[config.mk]
export PLATFORM = sky130hd
export DESIGN_NAME = uart_tx_fifo_flat
export DESIGN_NICKNAME = d
export VERILOG_FILES = /design/src/rtl/uart_tx_fifo_if.sv /design/src/rtl/uart_tx_fifo.sv /design/src/flat_wrapper.sv
export SDC_FILE = /design/constraint.sdc
export NUM_CORES = 1
export LEC_CHECK = 0
export BUFFER_PORTS_ARGS = -buffer_cell sky130_fd_sc_hd__buf_2
export CORE_ASPECT_RATIO = 0.75
export CORE_MARGIN = 5
export CORE_UTILIZATION = 35
export CTS_CLUSTER_SIZE = 40
export DETAILED_ROUTE_END_ITERATION = 12
export HOLD_SLACK_MARGIN = 0.02
export PLACE_DENSITY_LB_ADDON = 0.25
export SYNTH_ARGS = -nofsm -noshare
export SYNTH_HDL_FRONTEND = slang
export SYNTH_SLANG_ARGS = --single-unit
[constraint.sdc]
create_clock -name clk -period 2.1 [get_ports clk]
set_input_delay 0.315 -clock clk [delete_from_list [all_inputs] [get_ports clk]]
set_output_delay 0.315 -clock clk [all_outputs]
set_load 0.05 [all_outputs]
[src/rtl/uart_tx_fifo_if.sv]
// CPU/transmitter-side bundle for the UART TX byte FIFO.
// The master drives push/done/clear requests; the slave (the FIFO) returns start, data and status.
interface uart_tx_fifo_if #(
   parameter int unsigned DEPTH      = 8,
   parameter int unsigned DATA_WIDTH = 8
);
   localparam int unsigned CNT_W = $clog2(DEPTH) + 1;

   logic                  wr_en;
   logic [DATA_WIDTH-1:0] wr_data;
   logic                  tx_done;
   logic                  clr_overflow;
   logic                  tx_start;
   logic [DATA_WIDTH-1:0] tx_data;
   logic                  full;
   logic                  empty;
   logic [CNT_W-1:0]      count;
   logic                  overflow;
   logic                  busy;

   modport master (
      output wr_en, wr_data, tx_done, clr_overflow,
      input  tx_start, tx_data, full, empty, count, overflow, busy
   );

   modport slave (
      input  wr_en, wr_data, tx_done, clr_overflow,
      output tx_start, tx_data, full, empty, count, overflow, busy
   );
endinterface

[src/rtl/uart_tx_fifo.sv]
// Byte FIFO feeding the UART transmitter: CPU pushes bytes, a drain FSM pops one,
// pulses tx_start and waits for tx_done before releasing the next byte.
module uart_tx_fifo #(
   parameter int unsigned DEPTH      = 8,
   parameter int unsigned DATA_WIDTH = 8
) (
   input logic           clk,
   input logic           rst,
   uart_tx_fifo_if.slave bus
);
   localparam int unsigned PTR_W = $clog2(DEPTH);
   localparam int unsigned CNT_W = PTR_W + 1;

   localparam logic [1:0] S_IDLE  = 2'd0;
   localparam logic [1:0] S_START = 2'd1;
   localparam logic [1:0] S_WAIT  = 2'd2;

   logic [DATA_WIDTH-1:0] mem [DEPTH];

   logic [1:0]            state, state_nxt;
   logic [PTR_W-1:0]      wr_ptr, rd_ptr;
   logic [CNT_W-1:0]      count_q, count_nxt;
   logic                  full_q, empty_q, overflow_q, overflow_nxt;
   logic                  tx_start_q, busy_q;
   logic [DATA_WIDTH-1:0] tx_data_q;
   logic                  push, pop;

   // Next-state, push/pop qualification and status update; full/empty come from pre-edge state.
   always_comb begin
      state_nxt    = state;
      pop          = 1'b0;
      push         = bus.wr_en && !full_q;
      overflow_nxt = overflow_q;
      count_nxt    = count_q;

      case (state)
         S_IDLE: begin
            if (!empty_q) begin
               state_nxt = S_START;
               pop       = 1'b1;
            end
         end
         S_START: state_nxt = S_WAIT;
         S_WAIT: begin
            if (bus.tx_done) state_nxt = S_IDLE;
         end
         default: state_nxt = S_IDLE;
      endcase

      if (push && !pop)      count_nxt = count_q + CNT_W'(1);
      else if (pop && !push) count_nxt = count_q - CNT_W'(1);

      // A dropped push wins over a same-edge clear.
      if (bus.wr_en && full_q)   overflow_nxt = 1'b1;
      else if (bus.clr_overflow) overflow_nxt = 1'b0;
   end

   always_ff @(posedge clk or negedge rst) begin
      if (!rst) begin
         state      <= S_IDLE;
         wr_ptr     <= '0;
         rd_ptr     <= '0;
         count_q    <= '0;
         full_q     <= 1'b0;
         empty_q    <= 1'b1;
         overflow_q <= 1'b0;
         tx_start_q <= 1'b0;
         busy_q     <= 1'b0;
         tx_data_q  <= '0;
      end else begin
         state      <= state_nxt;
         count_q    <= count_nxt;
         full_q     <= (count_nxt == CNT_W'(DEPTH));
         empty_q    <= (count_nxt == '0);
         overflow_q <= overflow_nxt;
         tx_start_q <= (state_nxt == S_START);
         busy_q     <= (state_nxt != S_IDLE);
         if (push) wr_ptr <= wr_ptr + PTR_W'(1);
         if (pop) begin
            rd_ptr    <= rd_ptr + PTR_W'(1);
            tx_data_q <= mem[rd_ptr];
         end
      end
   end

   // Storage array; contents are don't-care after reset.
   always_ff @(posedge clk) begin
      if (push) mem[wr_ptr] <= bus.wr_data;
   end

   assign bus.tx_start = tx_start_q;
   assign bus.tx_data  = tx_data_q;
   assign bus.full     = full_q;
   assign bus.empty    = empty_q;
   assign bus.count    = count_q;
   assign bus.overflow = overflow_q;
   assign bus.busy     = busy_q;
endmodule

[src/flat_wrapper.sv]
// flat-port wrapper written by rule: the top's interface ports become plain ports
module uart_tx_fifo_flat 
#(
   parameter int unsigned DEPTH      = 8,
   parameter int unsigned DATA_WIDTH = 8
)
  (clk, rst, bus_wr_en, bus_wr_data, bus_tx_done, bus_clr_overflow, bus_tx_start, bus_tx_data, bus_full, bus_empty, bus_count, bus_overflow, bus_busy);
  uart_tx_fifo_if #(.DEPTH(DEPTH), .DATA_WIDTH(DATA_WIDTH)) bus_i ();
  input logic clk;
  input logic rst;
  input wire logic [$bits(bus_i.wr_en)-1:0] bus_wr_en;
  input wire logic [$bits(bus_i.wr_data)-1:0] bus_wr_data;
  input wire logic [$bits(bus_i.tx_done)-1:0] bus_tx_done;
  input wire logic [$bits(bus_i.clr_overflow)-1:0] bus_clr_overflow;
  output wire logic [$bits(bus_i.tx_start)-1:0] bus_tx_start;
  output wire logic [$bits(bus_i.tx_data)-1:0] bus_tx_data;
  output wire logic [$bits(bus_i.full)-1:0] bus_full;
  output wire logic [$bits(bus_i.empty)-1:0] bus_empty;
  output wire logic [$bits(bus_i.count)-1:0] bus_count;
  output wire logic [$bits(bus_i.overflow)-1:0] bus_overflow;
  output wire logic [$bits(bus_i.busy)-1:0] bus_busy;
  assign bus_i.wr_en = bus_wr_en;
  assign bus_i.wr_data = bus_wr_data;
  assign bus_i.tx_done = bus_tx_done;
  assign bus_i.clr_overflow = bus_clr_overflow;
  assign bus_tx_start = bus_i.tx_start;
  assign bus_tx_data = bus_i.tx_data;
  assign bus_full = bus_i.full;
  assign bus_empty = bus_i.empty;
  assign bus_count = bus_i.count;
  assign bus_overflow = bus_i.overflow;
  assign bus_busy = bus_i.busy;
  uart_tx_fifo #(.DEPTH(DEPTH), .DATA_WIDTH(DATA_WIDTH)) u_core (.clk(clk), .rst(rst), .bus(bus_i));
endmodule
==> results.sh <==
export IMPL_whs_endpoint="u_core.bus.overflow"
export IMPL_hold_start="bus_clr_overflow"
export IMPL_yosysMostFrequentCell="sky130_fd_sc_hd__edfxtp_1"
export IMPL_timing_final_crit_share_pct=89.5
export IMPL_grt_pass1_wl_um=10600
export IMPL_design_area_um2=4280
export IMPL_critical_path_reg2reg_endpoint="u_core.bus.full"
export IMPL_worstHoldPathType="in2reg"
export IMPL_detailroute_via_count=1840
export IMPL_timing_hold_worst_path_depth=2
export IMPL_critPathLaunch="u_core.bus.empty"
export IMPL_critPathLaunchType="flip-flop"
export IMPL_pin_slew_with_the_least_headroom_to_its_limit_ps=617
export IMPL_rows=31
export IMPL_grt_busiest_layer="met2"
export IMPL_ys_seq_area_share_pct=72.1
export IMPL_distinct_cell_type_count_after_synthesis=34
export IMPL_synth_edf_count=64
export IMPL_p_per_area_nw_per_um2=1570
export IMPL_synth_area_leader_cell="sky130_fd_sc_hd__edfxtp_1"
export IMPL_clkSinkCount=89
export IMPL_power_leakage_uw=0.00160
export IMPL_critical_path_peak_fanout=9
export IMPL_die_x_um=126
export IMPL_antenna_cells=0
export IMPL_insertion_delay_of_the_later_clocked_pin_in_the_worst_skew_pair_ps=340
export IMPL_grt_max_degree=26
export IMPL_pin_count=30
export IMPL_yosys_top_cells_area="sky130_fd_sc_hd__edfxtp_1 54%, sky130_fd_sc_hd__dfrtp_1 17%, sky130_fd_sc_hd__mux4_2 10%"
export IMPL_max_frequency_ghz=0.532
export IMPL_postSynthAreaPerCell_um2=17.1
export IMPL_tritoncts_buffer_count=9
export IMPL_reg2reg_from="u_core.bus.empty"
export IMPL_routabilityCongestion=0.786
export IMPL_placement_io_buffers=29
export IMPL_area_of_the_die_um2=12200
export IMPL_firstDrtPassIters=6
export IMPL_post_cts_setup_buffer_count=0
export IMPL_layout_drive_gt1_share_pct=34.1
export IMPL_run_status="completed"
export IMPL_skew_ps=7.62
export IMPL_synth_warnings=0
export IMPL_flow_area_growth_from_synthesis_pct=21.2
export IMPL_grt_pass1_vias=1903
export IMPL_grt_met3_usage_pct=4.85
export IMPL_synth_top_area_share_pct=54.4
export IMPL_setup_viol=0
export IMPL_data_arrival_time_of_the_worst_path_ps=2120
export IMPL_gr_usage_all_layers_pct=11.7
export IMPL_final_max_slew_violation_count=0
export IMPL_synth_common_cells="64 x sky130_fd_sc_hd__edfxtp_1, 24 x sky130_fd_sc_hd__dfrtp_1, 21 x sky130_fd_sc_hd__nand2_1, 16 x sky130_fd_sc_hd__mux4_2, 11 x sky130_fd_sc_hd__o21ai_0"
export IMPL_routedWlPerCell_um=16.5
export IMPL_ff2ff_path_depth=5
export IMPL_worstSetupPathType="reg2reg"
export IMPL_ctsLongestPathBuffers=2
export IMPL_cts_root_buf="sky130_fd_sc_hd__clkbuf_16"
export IMPL_htree_levels=3
export IMPL_power_ir_vdd_worst_mv=0.483
export IMPL_drt_wl_total_um=6520
export IMPL_post_route_min_period_ps=1880
export IMPL_postSynthCellCount=207
export IMPL_drc=0
export IMPL_final_net_count=276
export IMPL_antenna_violation_net_count_after_detailed_routing=0
export IMPL_max_capacitance_violation_count=0
export IMPL_yosys_most_used_dff="sky130_fd_sc_hd__edfxtp_1"
export IMPL_grt_ovfl_total=0
export IMPL_syn_area_um2=3530
export IMPL_groute_layer_met2_usage_pct=18.1
export IMPL_grt_setup_unrepaired="false"
export IMPL_synth_net_count=224
export IMPL_clkTransAtPathRegs_ps=60
export IMPL_post_dp_cell_area_um2=3990
export IMPL_cts_tree="built"
export IMPL_reg2reg_setup_slack_ps=220
export IMPL_gr_met1_demand_resource_pct=14.9
export IMPL_max_slew_margin_pct=58.8
export IMPL_setup_tns_final_ps=0
export IMPL_drt_iter0_drc=78
export IMPL_num_fill_cells=888
export IMPL_worst_case_hold_slack_ps=157
export IMPL_die_height_um=97.0
export IMPL_start_util_pct=36.2
export IMPL_ys_async_sr_fraction_pct=28.1
export IMPL_setup_worst_path_end_class="flip-flop"
export IMPL_vias_per_cell=4.65
export IMPL_postSynthRegisterBits=89
export IMPL_number_of_antenna_violations_at_the_first_check_in_global_routing=0
export IMPL_dpl_hpwl_um=4410
export IMPL_report_power_total_uw=6710
export IMPL_final_hold_viol_count=0
export IMPL_worstPathRequired_ps=2340
export IMPL_core_um2=9770
==> cell families (layout without fill, tap and decap cells) <==
logic type | after synthesis | in the layout | share of synthesized area (%)
XOR/XNOR | 6 | 6 | 1.49
multiplexers | 25 | 25 | 12.8
adder cells (fa/ha/maj) | 4 | 4 | 1.42
flip-flops | 89 | 89 | 72.1
AO/OA/AOI/OAI | 18 | 18 | 3.43
AND/OR/NAND/NOR | 50 | 50 | 7.04
buffers and inverters | 15 | 72 | 1.73
==> cell type report <==
cell class | instances | area [µm²] | area share (%)
clock buffer | 10 | 229 | 5.35
clock inverter | 6 | 58.8 | 1.37
inverter | 5 | 20.0 | 0.467
multi-input combinational | 103 | 936 | 21.9
sequential | 89 | 2550 | 59.5
tap | 132 | 165 | 3.86
timing repair buffer | 51 | 325 | 7.60
==> state kept, by name (all words and copies together) (netlist names) <==
register and count:
u_core.bus.empty 1, u_core.bus.full 1, u_core.bus.count 4, u_core.bus.tx_data 8, u_core.bus.busy 1, u_core.wr_ptr 3
u_core.rd_ptr 3, u_core.state 2, u_core.bus.tx_start 1, u_core.mem 64, u_core.bus.overflow 1
==> where the power goes <==
group / switching, µW / internal, µW / leakage, µW
sequential: 280 / 2340 / 0.000883
clock: 633 / 913 / 0.000136
combinational: 1540 / 1000 / 0.000586
==> stage by stage <==
step,worst slack [ps],std cells,utilization [%]
6_report,220,396,43.8
5_1_grt,80.3,396,43.8
4_1_cts,207,396,43.8
3_5_place_dp,225,379,40.8
3_3_place_gp,269,379,40.8
2_1_floorplan,52.3,207,-
==> cells in the final DEF (no fill, tap or decap), drive strengths merged <==
cell type	synthesis	final
mux2i	8	8
nor4	1	1
inv	4	4
mux2	1	1
edfxtp	64	64
clkbuf	6	10
and2	1	1
o21ai	11	11
nor3	7	7
and3	2	2
xnor2	6	6
buf	4	50
nand2b	4	4
mux4	16	16
nor2	8	8
clkinv	1	4
or3	3	3
dlygate4sd3	0	1
nor4b	1	1
o31ai	1	1
dfrtp	24	24
clkinvlp	0	2
nand3	1	1
ha	4	4
a21oi	1	1
o21a	1	1
a2111oi	1	1
o211ai	1	1
a221oi	2	2
dfstp	1	1
nand2	21	21
bufinv	0	1
nor2b	1	1
==> layer usage <==
metal  up-vias  wire length (µm)  part of all wire [%]
li1        896                 -                     -
met1       907              3000                    46
met2        31              3170                    49
met3         6               292                   4.5
met4         0                55                  0.84
met5         -                 0                     0
==> repair_timing <==
action | CTS | global route
resized for setup | 0 | 0
hold buffers | 1 | 0
hold endpoints to repair | 24 | 0
==> critical path: stages (launching register included) <==
cell                        delay [ps]
sky130_fd_sc_hd__dfstp_2           520
sky130_fd_sc_hd__or3_1             230
sky130_fd_sc_hd__clkinv_2          180
sky130_fd_sc_hd__and3_1            210
sky130_fd_sc_hd__or3_4             350
sky130_fd_sc_hd__a2111oi_2         290
==> worst max-delay path by stage <==
stage,endpoint,slack (ps),cells past startpoint
6_report,u_core.bus.full,220,5
5_1_grt,u_core.bus.full,80,5
4_1_cts,u_core.bus.full,210,5
3_5_place_dp,u_core.bus.full,230,5
3_3_place_gp,u_core.bus.full,270,5
2_1_floorplan,u_core.mem[1][0],50,3
Note: power is estimated with default switching activity, not from simulation.
